===== src/rtl/seg_pkg.sv =====
// Shared constants for the BCD display slice: active-low segment patterns,
// conversion FSM encodings and small nibble helpers.
package seg_pkg;

    localparam int unsigned SEG_W = 7;
    localparam int unsigned NIB_W = 4;

    // {g,f,e,d,c,b,a}, active-low
    localparam logic [SEG_W-1:0] SEG_0     = 7'h40;
    localparam logic [SEG_W-1:0] SEG_1     = 7'h79;
    localparam logic [SEG_W-1:0] SEG_2     = 7'h24;
    localparam logic [SEG_W-1:0] SEG_3     = 7'h30;
    localparam logic [SEG_W-1:0] SEG_4     = 7'h19;
    localparam logic [SEG_W-1:0] SEG_5     = 7'h12;
    localparam logic [SEG_W-1:0] SEG_6     = 7'h02;
    localparam logic [SEG_W-1:0] SEG_7     = 7'h78;
    localparam logic [SEG_W-1:0] SEG_8     = 7'h00;
    localparam logic [SEG_W-1:0] SEG_9     = 7'h10;
    localparam logic [SEG_W-1:0] SEG_BLANK = 7'h7F;

    typedef enum logic [1:0] {
        ST_IDLE  = 2'd0,
        ST_SHIFT = 2'd1,
        ST_DONE  = 2'd2
    } state_t;

    function automatic logic [SEG_W-1:0] seg_decode(input logic [NIB_W-1:0] d);
        logic [SEG_W-1:0] s;
        case (d)
            4'd0:    s = SEG_0;
            4'd1:    s = SEG_1;
            4'd2:    s = SEG_2;
            4'd3:    s = SEG_3;
            4'd4:    s = SEG_4;
            4'd5:    s = SEG_5;
            4'd6:    s = SEG_6;
            4'd7:    s = SEG_7;
            4'd8:    s = SEG_8;
            4'd9:    s = SEG_9;
            default: s = SEG_BLANK;
        endcase
        return s;
    endfunction

    // Double-dabble correction applied to each nibble before a shift
    function automatic logic [NIB_W-1:0] add3(input logic [NIB_W-1:0] n);
        return (n >= 4'd5) ? n + 4'd3 : n;
    endfunction

endpackage


===== src/rtl/bin2bcd_seq.sv =====
// Sequential shift-add-3 binary to BCD engine: IDLE -> SHIFT (WIDTH cycles) -> DONE.
// bcd is only valid while done is high.
module bin2bcd_seq
    import seg_pkg::*;
#(
    parameter int unsigned WIDTH = 8,
    parameter int unsigned NDIG  = 3
) (
    input  logic                CLK,
    input  logic                CLR,
    input  logic                start,
    input  logic [WIDTH-1:0]    bin,
    output logic [4*NDIG-1:0]   bcd,
    output logic                done,
    output logic                busy
);

    localparam int unsigned BCD_W = NIB_W * NDIG;
    localparam int unsigned CNT_W = $clog2(WIDTH + 1);

    state_t             r_state;
    state_t             w_next;
    logic               r_busy;
    logic               r_done;
    logic [WIDTH-1:0]   r_bin;
    logic [BCD_W-1:0]   r_bcd;
    logic [BCD_W-1:0]   w_adj;
    logic [CNT_W-1:0]   r_cnt;
    logic               w_load;
    logic               w_shift;

    // State register; busy/done are registered copies of the next state
    always_ff @(posedge CLK or posedge CLR) begin
        if (CLR) begin
            r_state <= ST_IDLE;
            r_busy  <= 1'b0;
            r_done  <= 1'b0;
        end else begin
            r_state <= w_next;
            r_busy  <= (w_next != ST_IDLE);
            r_done  <= (w_next == ST_DONE);
        end
    end

    always_comb begin
        w_next = r_state;
        case (r_state)
            ST_IDLE:  if (start) w_next = ST_SHIFT;
            ST_SHIFT: if (r_cnt == CNT_W'(1)) w_next = ST_DONE;
            ST_DONE:  w_next = ST_IDLE;
            default:  w_next = ST_IDLE;
        endcase
    end

    always_comb begin
        w_load  = 1'b0;
        w_shift = 1'b0;
        case (r_state)
            ST_IDLE:  w_load  = start;
            ST_SHIFT: w_shift = 1'b1;
            default:  ;
        endcase
    end

    always_comb begin
        w_adj = r_bcd;
        for (int unsigned i = 0; i < NDIG; i++) begin
            w_adj[i*NIB_W +: NIB_W] = add3(r_bcd[i*NIB_W +: NIB_W]);
        end
    end

    always_ff @(posedge CLK or posedge CLR) begin
        if (CLR) begin
            r_bin <= '0;
            r_bcd <= '0;
            r_cnt <= '0;
        end else if (w_load) begin
            r_bin <= bin;
            r_bcd <= '0;
            r_cnt <= CNT_W'(WIDTH);
        end else if (w_shift) begin
            {r_bcd, r_bin} <= {w_adj[BCD_W-2:0], r_bin, 1'b0};
            r_cnt          <= r_cnt - CNT_W'(1);
        end
    end

    assign bcd  = r_bcd;
    assign done = r_done;
    assign busy = r_busy;

endmodule


===== src/rtl/bcd_seven_seg_scan.sv =====
// Converts VAL to BCD on change and scans the digits onto a common-anode display.
// Optional build macro LEADING_ZERO_BLANK_EN blanks leading zero digits (digit 0 always shown).
module bcd_seven_seg_scan
    import seg_pkg::*;
#(
    parameter int unsigned WIDTH    = 8,
    parameter int unsigned NDIG     = 3,
    parameter int unsigned SCAN_DIV = 1000
) (
    input  logic                CLK,
    input  logic                CLR,
    input  logic [WIDTH-1:0]    VAL,
    input  logic                EN,
    output logic [6:0]          SEG,
    output logic [NDIG-1:0]     AN,
    output logic                BUSY
);

    localparam int unsigned BCD_W = NIB_W * NDIG;
    localparam int unsigned PRE_W = $clog2(SCAN_DIV);
    localparam int unsigned IDX_W = (NDIG > 1) ? $clog2(NDIG) : 1;

    logic               r_valid;
    logic [WIDTH-1:0]   r_last_val;
    logic [WIDTH-1:0]   r_cap;
    logic [BCD_W-1:0]   r_digits;
    logic [PRE_W-1:0]   r_presc;
    logic [IDX_W-1:0]   r_idx;
    logic [SEG_W-1:0]   r_seg;
    logic [NDIG-1:0]    r_an;

    logic               w_start;
    logic               w_done;
    logic               w_busy;
    logic [BCD_W-1:0]   w_bcd;
    logic [NIB_W-1:0]   w_cur;
    logic               w_blank;
    logic [NDIG-1:0]    w_lz;
`ifdef LEADING_ZERO_BLANK_EN
    logic               w_run;
`endif

    // The engine only honours start while idle, so changes during a conversion wait
    assign w_start = !r_valid || (VAL != r_last_val);

    bin2bcd_seq #(
        .WIDTH (WIDTH),
        .NDIG  (NDIG)
    ) u_bin2bcd (
        .CLK   (CLK),
        .CLR   (CLR),
        .start (w_start),
        .bin   (VAL),
        .bcd   (w_bcd),
        .done  (w_done),
        .busy  (w_busy)
    );

    always_ff @(posedge CLK or posedge CLR) begin
        if (CLR) begin
            r_valid    <= 1'b0;
            r_last_val <= '0;
            r_cap      <= '0;
            r_digits   <= '0;
        end else begin
            if (w_start && !w_busy) r_cap <= VAL;
            if (w_done) begin
                r_digits   <= w_bcd;
                r_last_val <= r_cap;
                r_valid    <= 1'b1;
            end
        end
    end

    always_ff @(posedge CLK or posedge CLR) begin
        if (CLR) begin
            r_presc <= '0;
            r_idx   <= '0;
        end else if (r_presc == PRE_W'(SCAN_DIV - 1)) begin
            r_presc <= '0;
            r_idx   <= (r_idx == IDX_W'(NDIG - 1)) ? '0 : r_idx + IDX_W'(1);
        end else begin
            r_presc <= r_presc + PRE_W'(1);
        end
    end

    // Current digit select and leading-zero mask
    always_comb begin
        w_lz    = '0;
        w_cur   = '0;
        w_blank = 1'b0;
`ifdef LEADING_ZERO_BLANK_EN
        w_run = 1'b1;
        for (int i = int'(NDIG) - 1; i >= 1; i--) begin
            w_run   = w_run && (r_digits[i*NIB_W +: NIB_W] == 4'd0);
            w_lz[i] = w_run;
        end
`endif
        for (int unsigned i = 0; i < NDIG; i++) begin
            if (r_idx == IDX_W'(i)) begin
                w_cur   = r_digits[i*NIB_W +: NIB_W];
                w_blank = w_lz[i];
            end
        end
    end

    always_ff @(posedge CLK or posedge CLR) begin
        if (CLR) begin
            r_seg <= SEG_BLANK;
            r_an  <= '1;
        end else if (!EN || w_blank) begin
            r_seg <= SEG_BLANK;
            r_an  <= '1;
        end else begin
            r_seg <= seg_decode(w_cur);
            r_an  <= ~(NDIG'(1) << r_idx);
        end
    end

    assign SEG  = r_seg;
    assign AN   = r_an;
    assign BUSY = w_busy;

endmodule


===== config.mk =====
export PLATFORM = sky130hd
export DESIGN_NAME = bcd_seven_seg_scan
export DESIGN_NICKNAME = d
export VERILOG_FILES = /design/src/rtl/seg_pkg.sv /design/src/rtl/bin2bcd_seq.sv /design/src/rtl/bcd_seven_seg_scan.sv
export SDC_FILE = /design/constraint.sdc
export NUM_CORES = 1
export LEC_CHECK = 0
export CAP_MARGIN = 5
export CORE_MARGIN = 2
export CORE_UTILIZATION = 40
export CTS_CLUSTER_SIZE = 20
export DETAILED_ROUTE_END_ITERATION = 8
export GPL_TIMING_DRIVEN = 0
export PLACE_DENSITY = 0.53
export SYNTH_ARGS = -nofsm -noshare
export SYNTH_HDL_FRONTEND = slang
export SYNTH_SLANG_ARGS = --single-unit

===== constraint.sdc =====
create_clock -name CLK -period 5.62 [get_ports CLK]
set_input_delay 1.124 -clock CLK [delete_from_list [all_inputs] [get_ports CLK]]
set_output_delay 1.124 -clock CLK [all_outputs]
set_load 0.05 [all_outputs]

==> out/results.ini, run 1 <==
[power_and_ir_drop]
power_mw = 2.31
p_switching_uw = 840
pwr-share-seq_pct = 40.0
p_int_mw = 1.47
p_sw_share_pct = 36.3
p_per_area_mw_per_mm2 = 532
peakVddDrop_mv = 0.175
power_frac_clock_pct = 20.6
p_leak_nw = 1.91
pwr-share-comb_pct = 39.3

[timing]
slew_headroom_pct = 54.0
worstMarginPinSlew_ns = 0.690
setup-tns-final_ns = 0
setup_viol = 0
timing.fmax_mhz = 351
period_needed_ns = 2.85
layout_setup_ws_ns = 2.77
rsz0062_at_grt = false
post-route-period-util_pct = 50.8
clock_skew_ns = 0.00947
finalMaxSlewViolations = 0
hold_violations = 0

[global_routing]
track_usage_pct = 14.9
grt_start_max_net_pins = 42
first_global_vias = 2358
gr-total-overflow = 0
antenna_found_initial = 0
grt_first_pass_wirelength_mm = 11.6

[routing]
dr_total_vias = 2348
viasPerCell = 4.96
drt-total-wl_mm = 6.85
drtPass1Iterations = 4
route.detailed.drc = 0
wl_per_cell_um = 14.5
drt-initial-drc-count = 56
ant_nets = 0

[layout]
drive_gt1_share_pct = 22.1
register_area_mm2 = 0.00199
area_delta_synth_final_pct = 16.1
layout.nets = 382
diodes = 0
stdcell_count = 473
fill_cells = 836
final_area_mm2 = 0.00435
multi_input_area_mm2 = 0.00164

[yosys]
yosysUniqueCellTypes = 46
synth_top_family_by_area = multiplexers
yosys_most_used_dff = dfrtp_1
yosys-top-cells-count = dfrtp_1, nand2_1, mux2_2, nor2_1, inv_1
ys_top_cells_by_area = dfrtp_1, mux2_2, dfstp_2
synth_xor_xnor_area_share_pct = 4.21
syn_area_mm2 = 0.00375
yosys.area_share.simple_pct = 12.1
synth-compound-area-share_pct = 9.62
synthCells = 324
ys_seq_area_share_pct = 53.1
synth_largest_area_cell = dfrtp_1
synth_fa_ha_area_share_pct = 4.67
synth_top_area_share_pct = 46.1
synthArstFlopShare_pct = 100
synth_edf_count = 0
yosys_register_bits = 79
syn-num-nets = 349
synthMuxAreaShare_pct = 13.2
synth.most_common_cell = dfrtp_1
synth-warning-count = 0
synth_area_per_cell_um2 = 11.6

[worst_hold_path]
holdPathStages = 1
hp-class = reg -> reg
hp-start = r_presc[0]$_DFF_PP0_
min_to = r_presc[0]$_DFF_PP0_

[run_status]
status = complete, no violations

[floorplan]
die_area_mm2 = 0.0102
io_pins = 22
design.core.area_mm2 = 0.00915
die_h_um = 101
die-width_um = 101
initial_core_util_pct = 40.9
std_cell_rows = 35

[clock_tree]
cts_setup_buffers = 0
htree_num_levels = 3
cts_buffers = 9
cts_sinks = 79
cts_hold_buf = 0
clk_latency_ns = 0.35
cts.clk_slew.worst_paths_ns = 0.08
cts_root_buf = clkbuf_8
cts_tree = done
cts-resized-gates = 0
clk_path_buf_depth = 2

[placement]
dpl.hpwl_mm = 4.82
port_buffers = 21
placed_cell_area_mm2 = 0.00412
placed_cells = 457
finalWeightedCongestion = 0.721
preCtsSetupSlack_ns = 2.38

[critical_path]
crit_arrival_ns = 3.06
r2r_cells = 8
crit_path_max_fanout = 10
critPathLaunchType = primary input
critPathRequiredTime_ns = 5.82
crit_type = in -> reg
reg2reg_to = SEG[3]$_DFF_PP1_
reg2reg_slack_ns = 3.62
cp-end-kind = register
r2r-start = r_idx[1]$_DFFE_PP0N_

[run]
cap_violations = 0

registers in the layout (all words and copies together) (netlist names), 2 cells and up:
name	cells
u_bin2bcd.bcd	12
AN	3
r_last_val	8
r_presc	10
u_bin2bcd.r_cnt	4
u_bin2bcd.r_bin	8
r_digits	12
SEG	7
r_cap	8
u_bin2bcd.r_state	2
r_idx	2
cells in the final DEF (no fill, tap or decap), drive strengths merged, types with 2 or more instances in the layout:
cell type,count
dfrtp,69
nand2,40
mux2,34
nor2,22
clkdlybuf4s50,21
inv,18
o21ai,16
ha,14
xnor2,13
clkbuf,13
mux2i,11
dfstp,10
buf,8
a22o,7
a21oi,7
nand2b,6
nand3,6
xor2,5
o22ai,4
o2bb2ai,4
nor3,4
nor2b,3
a21o,2
and3,2
a2bb2oi,2
nand3b,2
o32ai,2
bufinv,2
clkinvlp,2
final cells by class:
class                   count  share of cell area, %
plain buffers              10                   1.15
flip-flops and latches     79                   45.7
multi-input cells         218                   37.7
clock inverters             6                   2.13
clock buffers              10                   3.16
repair buffers             22                   5.29
well taps                 111                   3.19
inverters                  17                   1.64
stage by stage:
step | hold WS, ns | util, %
finish | 0.459 | 47.5
global route | 0.506 | 47.5
CTS | 0.464 | 47.5
detailed placement | 0.452 | 45.0
global placement | 0.446 | 44.8
floorplan | 0.433 | -
power by group through the flow:
stage,clock network [mW],logic [mW],registers [mW]
finish,0.478,0.910,0.927
global route,0.519,1.01,0.952
CTS,0.495,0.923,0.926
global placement,0,0.900,0.933
detailed placement,0,0.917,0.937
floorplan,0,0.640,0.989
cell families after synthesis:
logic type | Yosys count
AOI/OAI and AO/OA | 48
adders and majority gates | 14
DFF | 79
muxes | 45
and+or+nand+nor | 93
buffers and inverters | 27
xor gates and xnor gates | 18
layer usage:
metal | global-route usage, % | share of wire, % | vias up | wire length, um
met5 | 0 | 0 | - | 0
met4 | 6.64 | 1.4 | 0 | 93
met3 | 2.77 | 3.0 | 7 | 208
met1 | 21.3 | 51 | 1129 | 3470
met2 | 21.9 | 45 | 29 | 3080
li1 | - | - | 1183 | -
critical path, stage by stage:
cell and delay [ns]:
clkdlybuf4s50_1 0.55, nand2b_1 0.13, o2111ai_1 0.19, nor4b_4 0.49, a21o_1 0.19, buf_6 0.16
inv_6 0.08, a2bb2oi_1 0.13
worst max-delay path by stage:
| stage | from | end | depth (start not counted) |
|---|---|---|---|
| after floorplan | CLR | r_cap[0]$_DFFE_PP0P_ | 1 |
| after global placement | CLR | r_presc[0]$_DFF_PP0_ | 2 |
| after detailed placement | VAL[0] | u_bin2bcd.r_cnt[3]$_DFFE_PP0P_ | 8 |
| after CTS | VAL[1] | u_bin2bcd.r_cnt[3]$_DFFE_PP0P_ | 8 |
| after global routing | VAL[0] | u_bin2bcd.r_cnt[3]$_DFFE_PP0P_ | 8 |
| final | VAL[1] | u_bin2bcd.r_cnt[3]$_DFFE_PP0P_ | 8 |
(Power assumes the default switching activity.)
==> run 2: changes to the inputs <==
==> constraint.sdc (replaced) <==
create_clock -name CLK -period 2.7 [get_ports CLK]
set_input_delay 0.54 -clock CLK [delete_from_list [all_inputs] [get_ports CLK]]
set_output_delay 0.54 -clock CLK [all_outputs]
set_load 0.05 [all_outputs]
==> results of run 2 <==
Same layout as run 1 (identical final DEF). Status: complete, no violations.
Among the figures that moved: setup slack after placement 2.38 ns -> 0.0423 ns; setup slack after layout 2.77 ns -> 0.431 ns; register-to-register setup slack 3.62 ns -> 0.70 ns; total power 2.31 mW -> 4.82 mW; worst IR drop on VDD 0.175 mV -> 0.364 mV
==> run 3: changes to the inputs <==
==> constraint.sdc (replaced) <==
create_clock -name CLK -period 2.1 [get_ports CLK]
set_input_delay 0.42 -clock CLK [delete_from_list [all_inputs] [get_ports CLK]]
set_output_delay 0.42 -clock CLK [all_outputs]
set_load 0.05 [all_outputs]
==> run 3 against run 2 <==
  * Setup slack lost 0.37 ns
  * Clock skew up 0.0035 ns
  * Critical path depth rose by 1
  * Sequential share of layout area down 0.88 points
  * Die area is the same
  * Clock-buffer cell count shrank 1
  * Clock power up 23%
  * Routed wire length is 2.2% higher
  * Global-route usage increased by 0.34 points
  * Via count grew 1.7%
  * Sequential cell count did not move
  * Critical path type unchanged
  * Largest power group unchanged
==> out/results.ini, run 3 (synthesized netlist as in run 1, its figures left out) <==
[run_status]
status = complete, no violations

[power_and_ir_drop]
p_int_mw = 3.91
p_per_area_mw_per_mm2 = 1390
pwr-share-comb_pct = 40.0
p_leak_nw = 1.99
peakVddDrop_mv = 0.450
power_frac_clock_pct = 19.8
power_mw = 6.17
p_sw_share_pct = 36.6
pwr-share-seq_pct = 40.2
p_switching_mw = 2.26

[routing]
drt-initial-drc-count = 81
ant_nets = 0
wl_per_cell_um = 14.7
route.detailed.drc = 0
drtPass1Iterations = 4
viasPerCell = 5.03
dr_total_vias = 2387
drt-total-wl_mm = 7.00

[floorplan]
std_cell_rows = 35
initial_core_util_pct = 40.9
io_pins = 22
design.core.area_mm2 = 0.00915
die_area_mm2 = 0.0102
die_h_um = 101
die-width_um = 101

[critical_path]
reg2reg_to = SEG[3]$_DFF_PP1_
critPathRequiredTime_ns = 2.30
critPathMaxStageDelay_ns = 0.55
r2r-start = r_idx[0]$_DFFE_PP0N_
cp_common_cell = buf_6
crit_type = in -> reg
crit_path_max_fanout = 10
crit_arrival_ns = 2.24
r2r_cells = 8
critPathLaunchType = primary input
cp_cell_sequence = clkdlybuf4s50_1, nand2b_1, o2111ai_1, nor4b_4, buf_6, a21o_1, buf_6, inv_6, a2bb2oi_1
critical_path.slowest_cell = clkdlybuf4s50_1
cp-end-kind = register
reg2reg_slack_ns = 0.19

[layout]
final_util_pct = 48.4
layout.nets = 385
area_delta_synth_final_pct = 18.3
diodes = 0
fill_cells = 833
final_cell_mix = dfrtp_1, nand2_1, mux2_2, nor2_1
drive_gt1_share_pct = 23.6
final_common_cell = dfrtp_1

[global_routing]
track_usage_pct = 15.2
grt_use_met2_pct = 22.1
met3_usage_pct = 2.70
gr-total-overflow = 0
grt_util_met1_pct = 22.1
first_global_vias = 2316
grt_start_max_net_pins = 32
antenna_found_initial = 0
grt_first_pass_wirelength_mm = 11.9
busiest_layer = met1

[timing]
worstMarginPinSlew_ns = 0.731
hold_violations = 0
post-route-period-util_pct = 96.9
finalMaxSlewViolations = 0
timing.fmax_mhz = 492
rsz0062_at_grt = true
holdWs_ns = 0.407
clock_skew_ns = 0.0130
setup_viol = 0
period_needed_ns = 2.03
slew_headroom_pct = 51.3

[clock_tree]
htree_num_levels = 3
cts_hold_buf = 0
cts_buffers = 9
clk_path_buf_depth = 2
cts.clk_slew.worst_paths_ns = 0.09
clk_latency_ns = 0.35
cts_tree = done
cts_root_buf = clkbuf_8
cts_sinks = 79

[worst_hold_path]
hp-start = VAL[0]
min_to = u_bin2bcd.r_bin[0]$_DFFE_PP0P_
holdPathStages = 2
hp-class = in -> reg

[placement]
port_buffers = 21
dpl.hpwl_mm = 4.78
finalWeightedCongestion = 0.736

[run]
cap_violations = 0

[run 3: routing by layer]
layer | wire, um | up-vias | part of all wire [%]
met5 | 0 | - | 0
met4 | 127 | 0 | 1.8
met3 | 236 | 13 | 3.4
met2 | 2940 | 33 | 42
met1 | 3700 | 1158 | 53
li1 | - | 1183 | -
[run 3: power by group through the flow]
stage	combinational (mW)	sequential (mW)	clock [mW]
5_1_grt	2.75	2.55	1.31
3_3_place_gp	2.41	2.49	0
4_1_cts	2.46	2.48	1.26
3_5_place_dp	2.44	2.51	0
2_1_floorplan	1.71	2.65	0
6_report	2.47	2.48	1.22
[run 3: area by class of cell]
| cell class | count | area (um^2) | share of cell area [%] |
|---|---|---|---|
| clock inverters | 6 | 86.3 | 1.95 |
| inverters | 17 | 72.6 | 1.64 |
| plain buffers | 10 | 50.0 | 1.13 |
| well taps | 111 | 139 | 3.13 |
| multi-input cells | 218 | 1680 | 37.8 |
| clock buffers | 9 | 124 | 2.79 |
| flip-flops and latches | 79 | 1990 | 44.9 |
| repair buffers | 25 | 297 | 6.69 |
[run 3: worst max-delay path by stage]
stage                                     from                        endpoint  slack, ns  cells after the start
after floorplan           r_idx[0]$_DFFE_PP0N_                SEG[3]$_DFF_PP1_       0.32                      8
after global placement                  VAL[1]  u_bin2bcd.r_cnt[3]$_DFFE_PP0P_      -0.41                      8
after detailed placement                VAL[1]  u_bin2bcd.r_cnt[3]$_DFFE_PP0P_      -0.43                      8
after CTS                               VAL[0]  u_bin2bcd.r_cnt[3]$_DFFE_PP0P_      0.003                      8
after global routing                    VAL[1]  u_bin2bcd.r_cnt[3]$_DFFE_PP0P_     -0.004                      9
final                                   VAL[1]  u_bin2bcd.r_cnt[3]$_DFFE_PP0P_       0.07                      9
[run 3: critical path: cells and delay by family]
kind                   cells  cell delay, ns
AOI/OAI and AO/OA          3            0.43
buffers and inverters      4            0.96
and+or+nand+nor            2            0.43
[run 3: what timing repair did]
item                                   CTS  global route
gates resized for setup                  0            19
setup endpoints to repair                6            48
endpoints found under the hold margin    0             0
setup buffers                            1             1
pin swaps                                2             1
[run 3: metrics by stage]
step	std cells	setup WS (ns)	setup TNS, ns	area, um^2
finish	475	0.0660	0	4430
global route	475	-0.00445	-0.00445	4430
CTS	474	0.00293	0	4360
detailed placement	458	-0.428	-11.38	4140
global placement	456	-0.412	-21.79	4100
floorplan	324	0.324	0	3750
